**src/rtl/udp_dram_recv_mc.sv**
```systemverilog
// UDP payload to DRAM receiver: parses the header, picks a channel from the
// destination port, streams payload into the data FIFO and issues burst commands.
module udp_dram_recv_mc #(
  parameter int          ADDR_W    = 32,
  parameter int          MAX_BURST = 64,
  parameter int          HDR_WORDS = 4,
  parameter int          NCH       = 2,
  parameter logic [15:0] BASE_PORT = 16'h4000,
  parameter logic [31:0] CH_BASE   = 32'h0000_0000,
  parameter logic [31:0] CH_SPAN   = 32'h0100_0000
) (
  input  logic              clk,
  input  logic              rst,
  input  logic              r_req,
  input  logic              r_enable,
  output logic              r_ack,
  input  logic [31:0]       r_data,
  output logic              w_req,
  output logic              w_enable,
  input  logic              w_ack,
  output logic [31:0]       w_data,
  output logic [35:0]       data_in,
  output logic              data_we,
  output logic [8+ADDR_W-1:0] ctrl_in,
  output logic              ctrl_we,
  input  logic              ctrl_ready,
  output logic [15:0]       pkt_cnt,
  output logic [15:0]       drop_cnt,
  output logic [3:0]        dbg_state
);

  // Handshake: a word on r_data is accepted on every cycle r_enable is high;
  // a packet may only begin while r_ack is high. A command is transferred on
  // each cycle with ctrl_we high, which only happens while ctrl_ready is high.

  typedef enum logic [2:0] {
    RX_IDLE, RX_HDR, RX_OFS, RX_DATA, RX_COMMIT, RX_WAIT, RX_DROP
  } rx_t;
  typedef enum logic {C_IDLE, C_ISSUE} ct_t;

  rx_t               r_rx;
  ct_t               r_ct;
  logic [31:0]       r_rd_q;
  logic              r_en_q;
  logic [7:0]        r_hcnt;
  logic [15:0]       r_port;
  logic [15:0]       r_n;
  logic [1:0]        r_lmod;
  logic [31:0]       r_ofs;
  logic [15:0]       r_ch;
  logic [15:0]       r_dcnt;
  logic [15:0]       r_pkt;
  logic [15:0]       r_drop;
  logic [ADDR_W-1:0] r_addr;
  logic [15:0]       r_rem;

  logic              w_port_ok;
  logic              w_len_ok;
  logic [3:0]        w_last_strb;
  logic              w_unused;

  assign w_port_ok = ({1'b0, r_port} >= {1'b0, BASE_PORT}) &&
                     ({1'b0, r_port} <  (17'(BASE_PORT) + 17'(NCH)));
  assign w_len_ok  = (r_rd_q[15:0] >= 16'd8);

  always_comb begin
    w_last_strb = 4'hF;
    case (r_lmod)
      2'd1:    w_last_strb = 4'h1;
      2'd2:    w_last_strb = 4'h3;
      2'd3:    w_last_strb = 4'h7;
      default: w_last_strb = 4'hF;
    endcase
  end

  // Receive side: r_en_q qualifies r_rd_q, so a low r_en_q mid-packet means truncation.
  always_ff @(posedge clk) begin
    if (rst) begin
      r_rx   <= RX_IDLE;
      r_rd_q <= '0;
      r_en_q <= 1'b0;
      r_hcnt <= '0;
      r_port <= '0;
      r_n    <= '0;
      r_lmod <= '0;
      r_ofs  <= '0;
      r_ch   <= '0;
      r_dcnt <= '0;
      r_pkt  <= '0;
      r_drop <= '0;
    end else begin
      r_rd_q <= r_data;
      r_en_q <= r_enable;
      case (r_rx)
        RX_IDLE: begin
          r_hcnt <= '0;
          if (r_enable && r_ack) r_rx <= RX_HDR;
        end
        RX_HDR: begin
          if (!r_en_q) begin
            r_rx   <= RX_DROP;
            r_drop <= r_drop + 16'd1;
          end else begin
            if (r_hcnt == 8'd2) r_port <= r_rd_q[15:0];
            if (r_hcnt == 8'(HDR_WORDS - 1)) begin
              r_n    <= {2'b00, r_rd_q[15:2]} + {15'd0, |r_rd_q[1:0]} - 16'd1;
              r_lmod <= r_rd_q[1:0];
              if (w_port_ok && w_len_ok) begin
                r_rx <= RX_OFS;
              end else begin
                r_rx   <= RX_DROP;
                r_drop <= r_drop + 16'd1;
              end
            end else begin
              r_hcnt <= r_hcnt + 8'd1;
            end
          end
        end
        RX_OFS: begin
          if (!r_en_q) begin
            r_rx   <= RX_DROP;
            r_drop <= r_drop + 16'd1;
          end else begin
            r_ofs  <= r_rd_q;
            r_ch   <= r_port - BASE_PORT;
            r_dcnt <= r_n;
            r_rx   <= RX_DATA;
          end
        end
        RX_DATA: begin
          if (!r_en_q) begin
            r_rx   <= RX_DROP;
            r_drop <= r_drop + 16'd1;
          end else if (r_dcnt == 16'd1) begin
            r_rx <= RX_COMMIT;
          end else begin
            r_dcnt <= r_dcnt - 16'd1;
          end
        end
        RX_COMMIT: begin
          r_pkt <= r_pkt + 16'd1;
          r_rx  <= RX_WAIT;
        end
        RX_WAIT: if (!r_enable) r_rx <= RX_IDLE;
        RX_DROP: if (!r_enable) r_rx <= RX_IDLE;
        default: r_rx <= RX_IDLE;
      endcase
    end
  end

  // Command side: one command set outstanding, split into MAX_BURST-word bursts.
  always_ff @(posedge clk) begin
    if (rst) begin
      r_ct   <= C_IDLE;
      r_addr <= '0;
      r_rem  <= '0;
    end else begin
      case (r_ct)
        C_IDLE: begin
          if (r_rx == RX_COMMIT) begin
            r_addr <= ADDR_W'(CH_BASE) + ADDR_W'(r_ch) * ADDR_W'(CH_SPAN) +
                      ADDR_W'({r_ofs, 2'b00});
            r_rem  <= r_n;
            r_ct   <= C_ISSUE;
          end
        end
        C_ISSUE: begin
          if (ctrl_ready) begin
            r_addr <= r_addr + ADDR_W'(MAX_BURST * 4);
            r_rem  <= r_rem - 16'(MAX_BURST);
            if (r_rem <= 16'(MAX_BURST)) r_ct <= C_IDLE;
          end
        end
        default: r_ct <= C_IDLE;
      endcase
    end
  end

  assign r_ack     = (r_rx == RX_IDLE) && (r_ct == C_IDLE);
  assign data_we   = (r_rx == RX_DATA) && r_en_q;
  assign data_in   = {(r_dcnt == 16'd1) ? w_last_strb : 4'hF, r_rd_q};
  assign ctrl_we   = (r_ct == C_ISSUE) && ctrl_ready && !rst;
  assign ctrl_in   = {(r_rem > 16'(MAX_BURST)) ? 8'(MAX_BURST) : r_rem[7:0], r_addr};
  assign pkt_cnt   = r_pkt;
  assign drop_cnt  = r_drop;
  assign dbg_state = {r_ct, r_rx};
  assign w_req     = 1'b0;
  assign w_enable  = 1'b0;
  assign w_data    = 32'd0;
  assign w_unused  = r_req ^ w_ack;

endmodule

```
**config.mk**
```make
export PLATFORM = sky130hd
export DESIGN_NAME = udp_dram_recv_mc
export DESIGN_NICKNAME = d
export VERILOG_FILES = /design/src/rtl/udp_dram_recv_mc.sv
export SDC_FILE = /design/constraint.sdc
export NUM_CORES = 1
export LEC_CHECK = 0
export ABC_CLOCK_PERIOD_IN_PS = 2700
export BUFFER_PORTS_ARGS = -buffer_cell sky130_fd_sc_hd__buf_2
export CAP_MARGIN = 20
export CELL_PAD_IN_SITES_DETAIL_PLACEMENT = 1
export CELL_PAD_IN_SITES_GLOBAL_PLACEMENT = 1
export CORE_MARGIN = 2
export CORE_UTILIZATION = 35
export CTS_CLUSTER_SIZE = 25
export DETAILED_ROUTE_END_ITERATION = 10
export PLACE_DENSITY = 0.71
export SYNTH_ARGS = -nofsm -noshare
export SYNTH_HDL_FRONTEND = slang
export SYNTH_SLANG_ARGS = --single-unit
```
**constraint.sdc**
```tcl
create_clock -name clk -period 2.7 [get_ports clk]
set_input_delay 0.54 -clock clk [delete_from_list [all_inputs] [get_ports clk]]
set_output_delay 0.54 -clock clk [all_outputs]
set_load 0.02 [all_outputs]
```
# Word-level counts from Yosys, hierarchy flattened
# Index checks and enable logic that the tools add are counted.
[word_totals] out_inout_bits=149 wordCells=113 ff_bits=213 in_bits=38
[classes] bitwise_logic=1 n_lt_le_gt_ge=5 eq_ne=25 mux=34 add_sub_neg=10 n_reduce_logical=23
[op_table] operator="16-bit 2-to-1 mux" count=9
[op_table] operator="16-bit one-hot mux with 2 select lines" count=3
[op_table] operator="32-bit 2-to-1 mux" count=2
[op_table] operator="32-bit one-hot mux with 2 select lines" count=1
[op_table] operator="16-bit by 1-bit adder with 16-bit output, second input constant" count=2
[op_table] operator="32-bit adder" count=1
[op_table] operator="32-bit by 9-bit adder with 32-bit output, second input constant" count=1
[op_table] operator="3-bit 2-to-1 mux" count=8
[op_table] operator="8-bit 2-to-1 mux" count=3
[op_table] operator="2-bit != test, second input constant" count=10
[op_table] operator="3-bit one-hot mux with 6 select lines" count=1
[op_table] operator="16-bit by 1-bit equality test with 1-bit output, second input constant" count=1
[op_table] operator="8-bit by 2-bit equality test with 1-bit output, second input constant" count=2
[op_table] operator="16-bit by 15-bit greater-or-equal comparator with 1-bit output, second input constant" count=1
[op_table] operator="16-bit by 4-bit greater-or-equal comparator with 1-bit output, second input constant" count=1
[op_table] operator="16-bit by 7-bit greater-than comparator with 1-bit output, second input constant" count=1
[op_table] operator="16-bit by 7-bit <= comparator with 1-bit output, second input constant" count=1
[op_table] operator="16-bit by 15-bit < comparator with 1-bit output, second input constant" count=1
[op_table] operator="8-bit one-hot mux with 2 select lines" count=1
[op_table] operator="15-bit by 1-bit subtractor with 16-bit output, second input constant" count=1
[op_table] operator="16-bit by 1-bit subtractor with 16-bit output, second input constant" count=1
[op_table] operator="16-bit by 7-bit subtractor with 16-bit output, second input constant" count=1
[op_table] operator="14-bit by 1-bit adder with 15-bit output" count=1
[op_table] operator="4-bit one-hot mux with 3 select lines" count=1
[op_table] operator="other kinds (21)" count=43

# Depth between registers and ports, before layout
[logic_depth] ltp_word=7 depth_mapped=9 depth_no_buf=9

# Least setup slack after synthesis
# OpenSTA, ideal clock, no wires.
[synth_timing] path_type="flip-flop to output port" startpoint="register r_rem[7]" endpoint="output port ctrl_in[32]" t_arrival_ns=1.802 path_stages_with_launch=7 n_path_buf=0 required_ns=2.160 setup_slack_ns=0.358 path_cell_list="dfxtp_1 -> inv_1 -> ha_1 -> nor4b_1 -> a21oi_1 -> nor4b_1 -> and2_1"
[synth_via] elab_chain_cells=2
[synth_lines] item="start, declared" line_no="55" source="logic [15:0] r_rem;"
[synth_lines] item="start signal, assigned" line_no="163" source="r_rem <= r_n;"
[synth_lines] item="start signal, assigned" line_no="170" source="r_rem <= r_rem - 16'(MAX_BURST);"
[synth_lines] item="16-bit by 7-bit greater-than comparator with 1-bit output" line_no="183" source="assign ctrl_in = {(r_rem > 16'(MAX_BURST)) ? 8'(MAX_BURST) : r_rem[7:0], r_addr};"
[synth_lines] item="8-bit 2-to-1 mux" line_no="183"
[synth_lines] item="end, declared" line_no="24" source="output logic [8+ADDR_W-1:0] ctrl_in,"
# No other way between the ends.

# Final worst setup path
[layout_timing] startpoint="register r_rem[7]" endpoint="output port ctrl_in[37]"
# Same word-level chain as after synthesis.

==> metrics.md <==
| Metric | Value |
|---|---|
| Critical setup path kind | `reg -> out` |
| Main flop type after synthesis | `dfxtp_1` |
| Core region area | `27700 um^2` |
| Number of diodes | `0` |
| Vias in the first global route | `about 8800` |
| Flop pwr share | `a little over a third` |
| RR Startpoint | `r_rd_q[8]` |
| Min Hold Slack | `0.222 ns` |
| Synth area leader | `dfxtp_1` |
| Initial antenna violation count | `0` |
| Drt drc | `0` |
| WP buf/inv | `3` |
| Required @ worst endpoint | `approximately 2.2 ns` |
| Endpoints failing setup | `0` |
| Port Buffers | `around 150` |
| # rows | `61` |
| RSZ-0062 raised after global routing | `true` |
| Post-Syn Instances | `between 1000 and 1500` |
| Worst hold path type | `in -> reg` |
| Post-route ant nets | `0` |
| Placed cells | `1713` |
| Routability Congestion | `between 0.8 and 0.9` |
| Syn avg cell area | `between 8 and 9 um^2` |
| Post-Layout Cell Count | `between 1500 and 2000` |
| Die Ht | `171 um` |
| Worst setup margin | `roughly 0.057 ns` |
| Final Cycle Share | `between 90 and 100%` |
| Clk root buf | `clkbuf_16` |
| Final Critical Period | `~2.6 ns` |
| Yosys top cell area share | `roughly 43%` |
| CTS Buf Count | `25` |
| Post-synth EDFFs | `0` |
| Final Skew | `0.0119 ns` |
| Iter 0 DRT Violations | `527` |
| Drt via density | `just over 5` |
| Sequential share of the synthesized area | `around 43%` |
| CP delay by family, top | `simple AND/OR/NAND/NOR gates` |
| CP max FO | `5` |
| Logic gate share of total power | `between 20 and 30%` |
| Die Width | `roughly 170 um` |
| Wirelength per Cell | `approximately 17 um` |
| CTS sink cnt | `between 200 and 250` |
| Max Cap Viol | `0` |
| Tightest Pin Transition | `~0.81 ns` |
| CP endpoint kind | `output port` |
| Post-synth ARST share | `0%` |
| Yosys reg bits | `about 210` |
| Outcome | `finished, final reports clean` |
| CTS clk-pin slew, worst paths | `0.06 ns` |
| NetSw | `3.36 mW` |
| CP Launch Type | `register` |
| Syn-to-layout area delta | `22.5%` |
| Final Hold Viols | `0` |
| Crit path DAT | `around 2.1 ns` |
| Crit path cell chain | `inv_4, ha_4, nor4b_4, a21oi_2, nor4b_4, buf_4, and2_4, buf_6` |
| Met3 WL | `about 1.3 mm` |
| Tot GR Track Use | `slightly below 20%` |
| Nets | `1425` |
| R2R cell count | `7` |
| R2R Path End | `drop_cnt[14]` |
| Largest net degree at the start of global routing | `between 100 and 150` |
| Hpwl dp | `between 20 and 25 mm` |
| Clock buffer depth | `3` |
| Layout cells sized above 1 | `roughly a fifth` |
| DP Worst Slack | `between 0.3 and 0.4 ns` |
| Worst hold stages | `2` |
| Slew headroom | `between 40% and 50%` |
| DRT met1 WL | `13.8 mm` |
| Io pins | `187` |
| Overflow after GRT | `0` |
| Sw Share | `roughly 34%` |
| Crit path top cell by count | `nor4b_4` |
| CP peak stage delay | `approximately 0.33 ns` |
| Synth warn | `0` |
| Die ar. | `between 20000 and 30000 um^2` |
| Peak VDD IR | `0.438 mV` |
| Synth unique cells | `71` |
| Cell Pwr Density | `slightly above 800 nW/um^2` |
| Static leakage | `about 4.8 nW` |
| Internal Pwr Total | `approximately 6.5 mW` |
| Most frequent cells in the layout | `208 x dfxtp_1, 176 x nand2_1, 138 x buf_2, 128 x nor2_1, 121 x a21oi_1` |
| Commonest non-fill, non-tap cell in the layout | `dfxtp_1` |
| Slew Limit Fails | `0` |
| Layout Utilization | `43.4%` |
| Cell Area, Synth | `approximately 9800 um^2` |
| CP max stage cell | `dfxtp_2` |
| Peak Freq | `0.378 GHz` |
| Hold Path Origin | `r_data[23]` |
| Starting Density | `a little over a third` |
| WL met2 | `13.9 mm` |
| Clock power share | `35.1%` |
| Final WL | `between 20 and 30 mm` |
| Top Metal Used | `met4` |
| Total power draw | `between 9 and 10 mW` |
| First-pass GRT wire length | `~47 mm` |
| Skew-Pair Late Insertion Delay | `approximately 0.53 ns` |
| CTS tree | `yes` |
| H-tree depth | `1` |
| Initial DRT Pass Iterations | `5` |
| Flop-to-flop setup slack | `0.28 ns` |
| WHS Endpoint | `r_rd_q[23]` |
| Via count | `8995` |
| Synth area leaders | `dfxtp_1 43%, nand2_1 6.7%, a21oi_1 6.2%, nor2_1 4.9%, buf_4 2.9%` |
[synthesized netlist by cell type, types with 3 or more instances]
cell and instances:
ha_1 20, nor2_1 129, a311oi_1 4, nand2b_1 9, xor2_1 25, nor3_1 34, o21ai_0 40, a31oi_1 8
or3_1 10, o211ai_1 5, a21oi_1 122, buf_2 3, nand2_1 176, dfxtp_1 211, a211oi_1 30, xnor2_1 22
nand4_1 18, and3_1 11, and2_1 13, mux2i_1 20, buf_1 8, and4_1 7, clkbuf_1 56, nand3_1 32
inv_1 29, buf_4 38, mux2_2 4, o31ai_1 3, nor4_1 13, o32ai_1 3, nor2b_1 40, o22ai_1 8
nand3b_1 4
[layout make-up]
type	count	area (um^2)
Sequential cell	211	4230
Clock buffer	35	733
Multi-Input combinational cell	900	5170
Inverter	30	115
Timing Repair Buffer	198	1200
Tap cell	378	473
Clock inverter	10	110
Fill cell	3372	15700
[kinds of logic (layout without fill, tap and decap cells)]
logic type,after synthesis,count (layout),share of synthesized area (%)
DFF,211,211,43.0
muxes,24,24,2.50
AOI/OAI and AO/OA,253,253,15.4
xor gates and xnor gates,47,47,4.19
and+or+nand+nor,518,518,25.4
buffers and inverters,135,273,6.65
other,2,37,0.0765
adders and majority gates,21,21,2.75
[worst max-delay path by stage]
stage,endpoint,cells after the start,from
after floorplan,ctrl_in[32],6,r_rem[7]
after global placement,drop_cnt[8],7,r_rd_q[8]
after detailed placement,drop_cnt[8],7,r_rd_q[8]
after CTS,ctrl_in[37],8,r_rem[7]
after global routing,ctrl_in[37],8,r_rem[7]
final,ctrl_in[37],8,r_rem[7]
[what timing repair did]
item / CTS / global route
resized for setup: 27 / 17
endpoints found under the setup margin: 11 / 11
pin swaps: 2 / 6
hold buffers: 0 / 0
cloned: 1 / 0
buffers inserted: 2 / 1
endpoints found under the hold margin: 0 / 0
[power groups by stage]
stage / registers, mW / logic [mW] / clock network [mW]
after floorplan: 3.74 / 1.52 / 0
after global placement: 3.62 / 2.49 / 0
after detailed placement: 3.63 / 2.54 / 0
after CTS: 3.56 / 2.73 / 3.52
after global routing: 3.60 / 3.05 / 3.66
final: 3.57 / 2.80 / 3.44
[worst register-to-register path, delay by kind of cell, from the launching register on]
family | cells | cell delay (ns)
and+or+nand+nor | 4 | 1.58
AOI/OAI and AO/OA | 2 | 0.26
buffers and inverters | 1 | 0.20
DFF | 1 | 0.31
[registers in the layout (all words and copies together), names as in the netlist]
signal and cells:
r_rd_q 32, r_addr 30, r_ofs 30, drop_cnt 16, pkt_cnt 16, r_dcnt 16, r_n 16, r_port 16
r_rem 16, r_ch 8, r_hcnt 8, r_rx 3, r_lmod 2, r_ct 1, r_en_q 1
[metal layers]
| metal | vias to the layer above | global-route usage [%] |
|---|---|---|
| li1 | 4425 | - |
| met1 | 4336 | 26.6 |
| met2 | 188 | 33.1 |
| met3 | 46 | 2.81 |
| met4 | 0 | 5.82 |
| met5 | - | 0 |
[stage by stage]
step	cell area (um^2)	TNS, ns
2_1_floorplan	9950	0
3_3_place_gp	11000	0
6_report	12000	0
5_1_grt	12000	-0.212
4_1_cts	12000	0
3_5_place_dp	11000	0
Power figures use the tool's default switching activity.
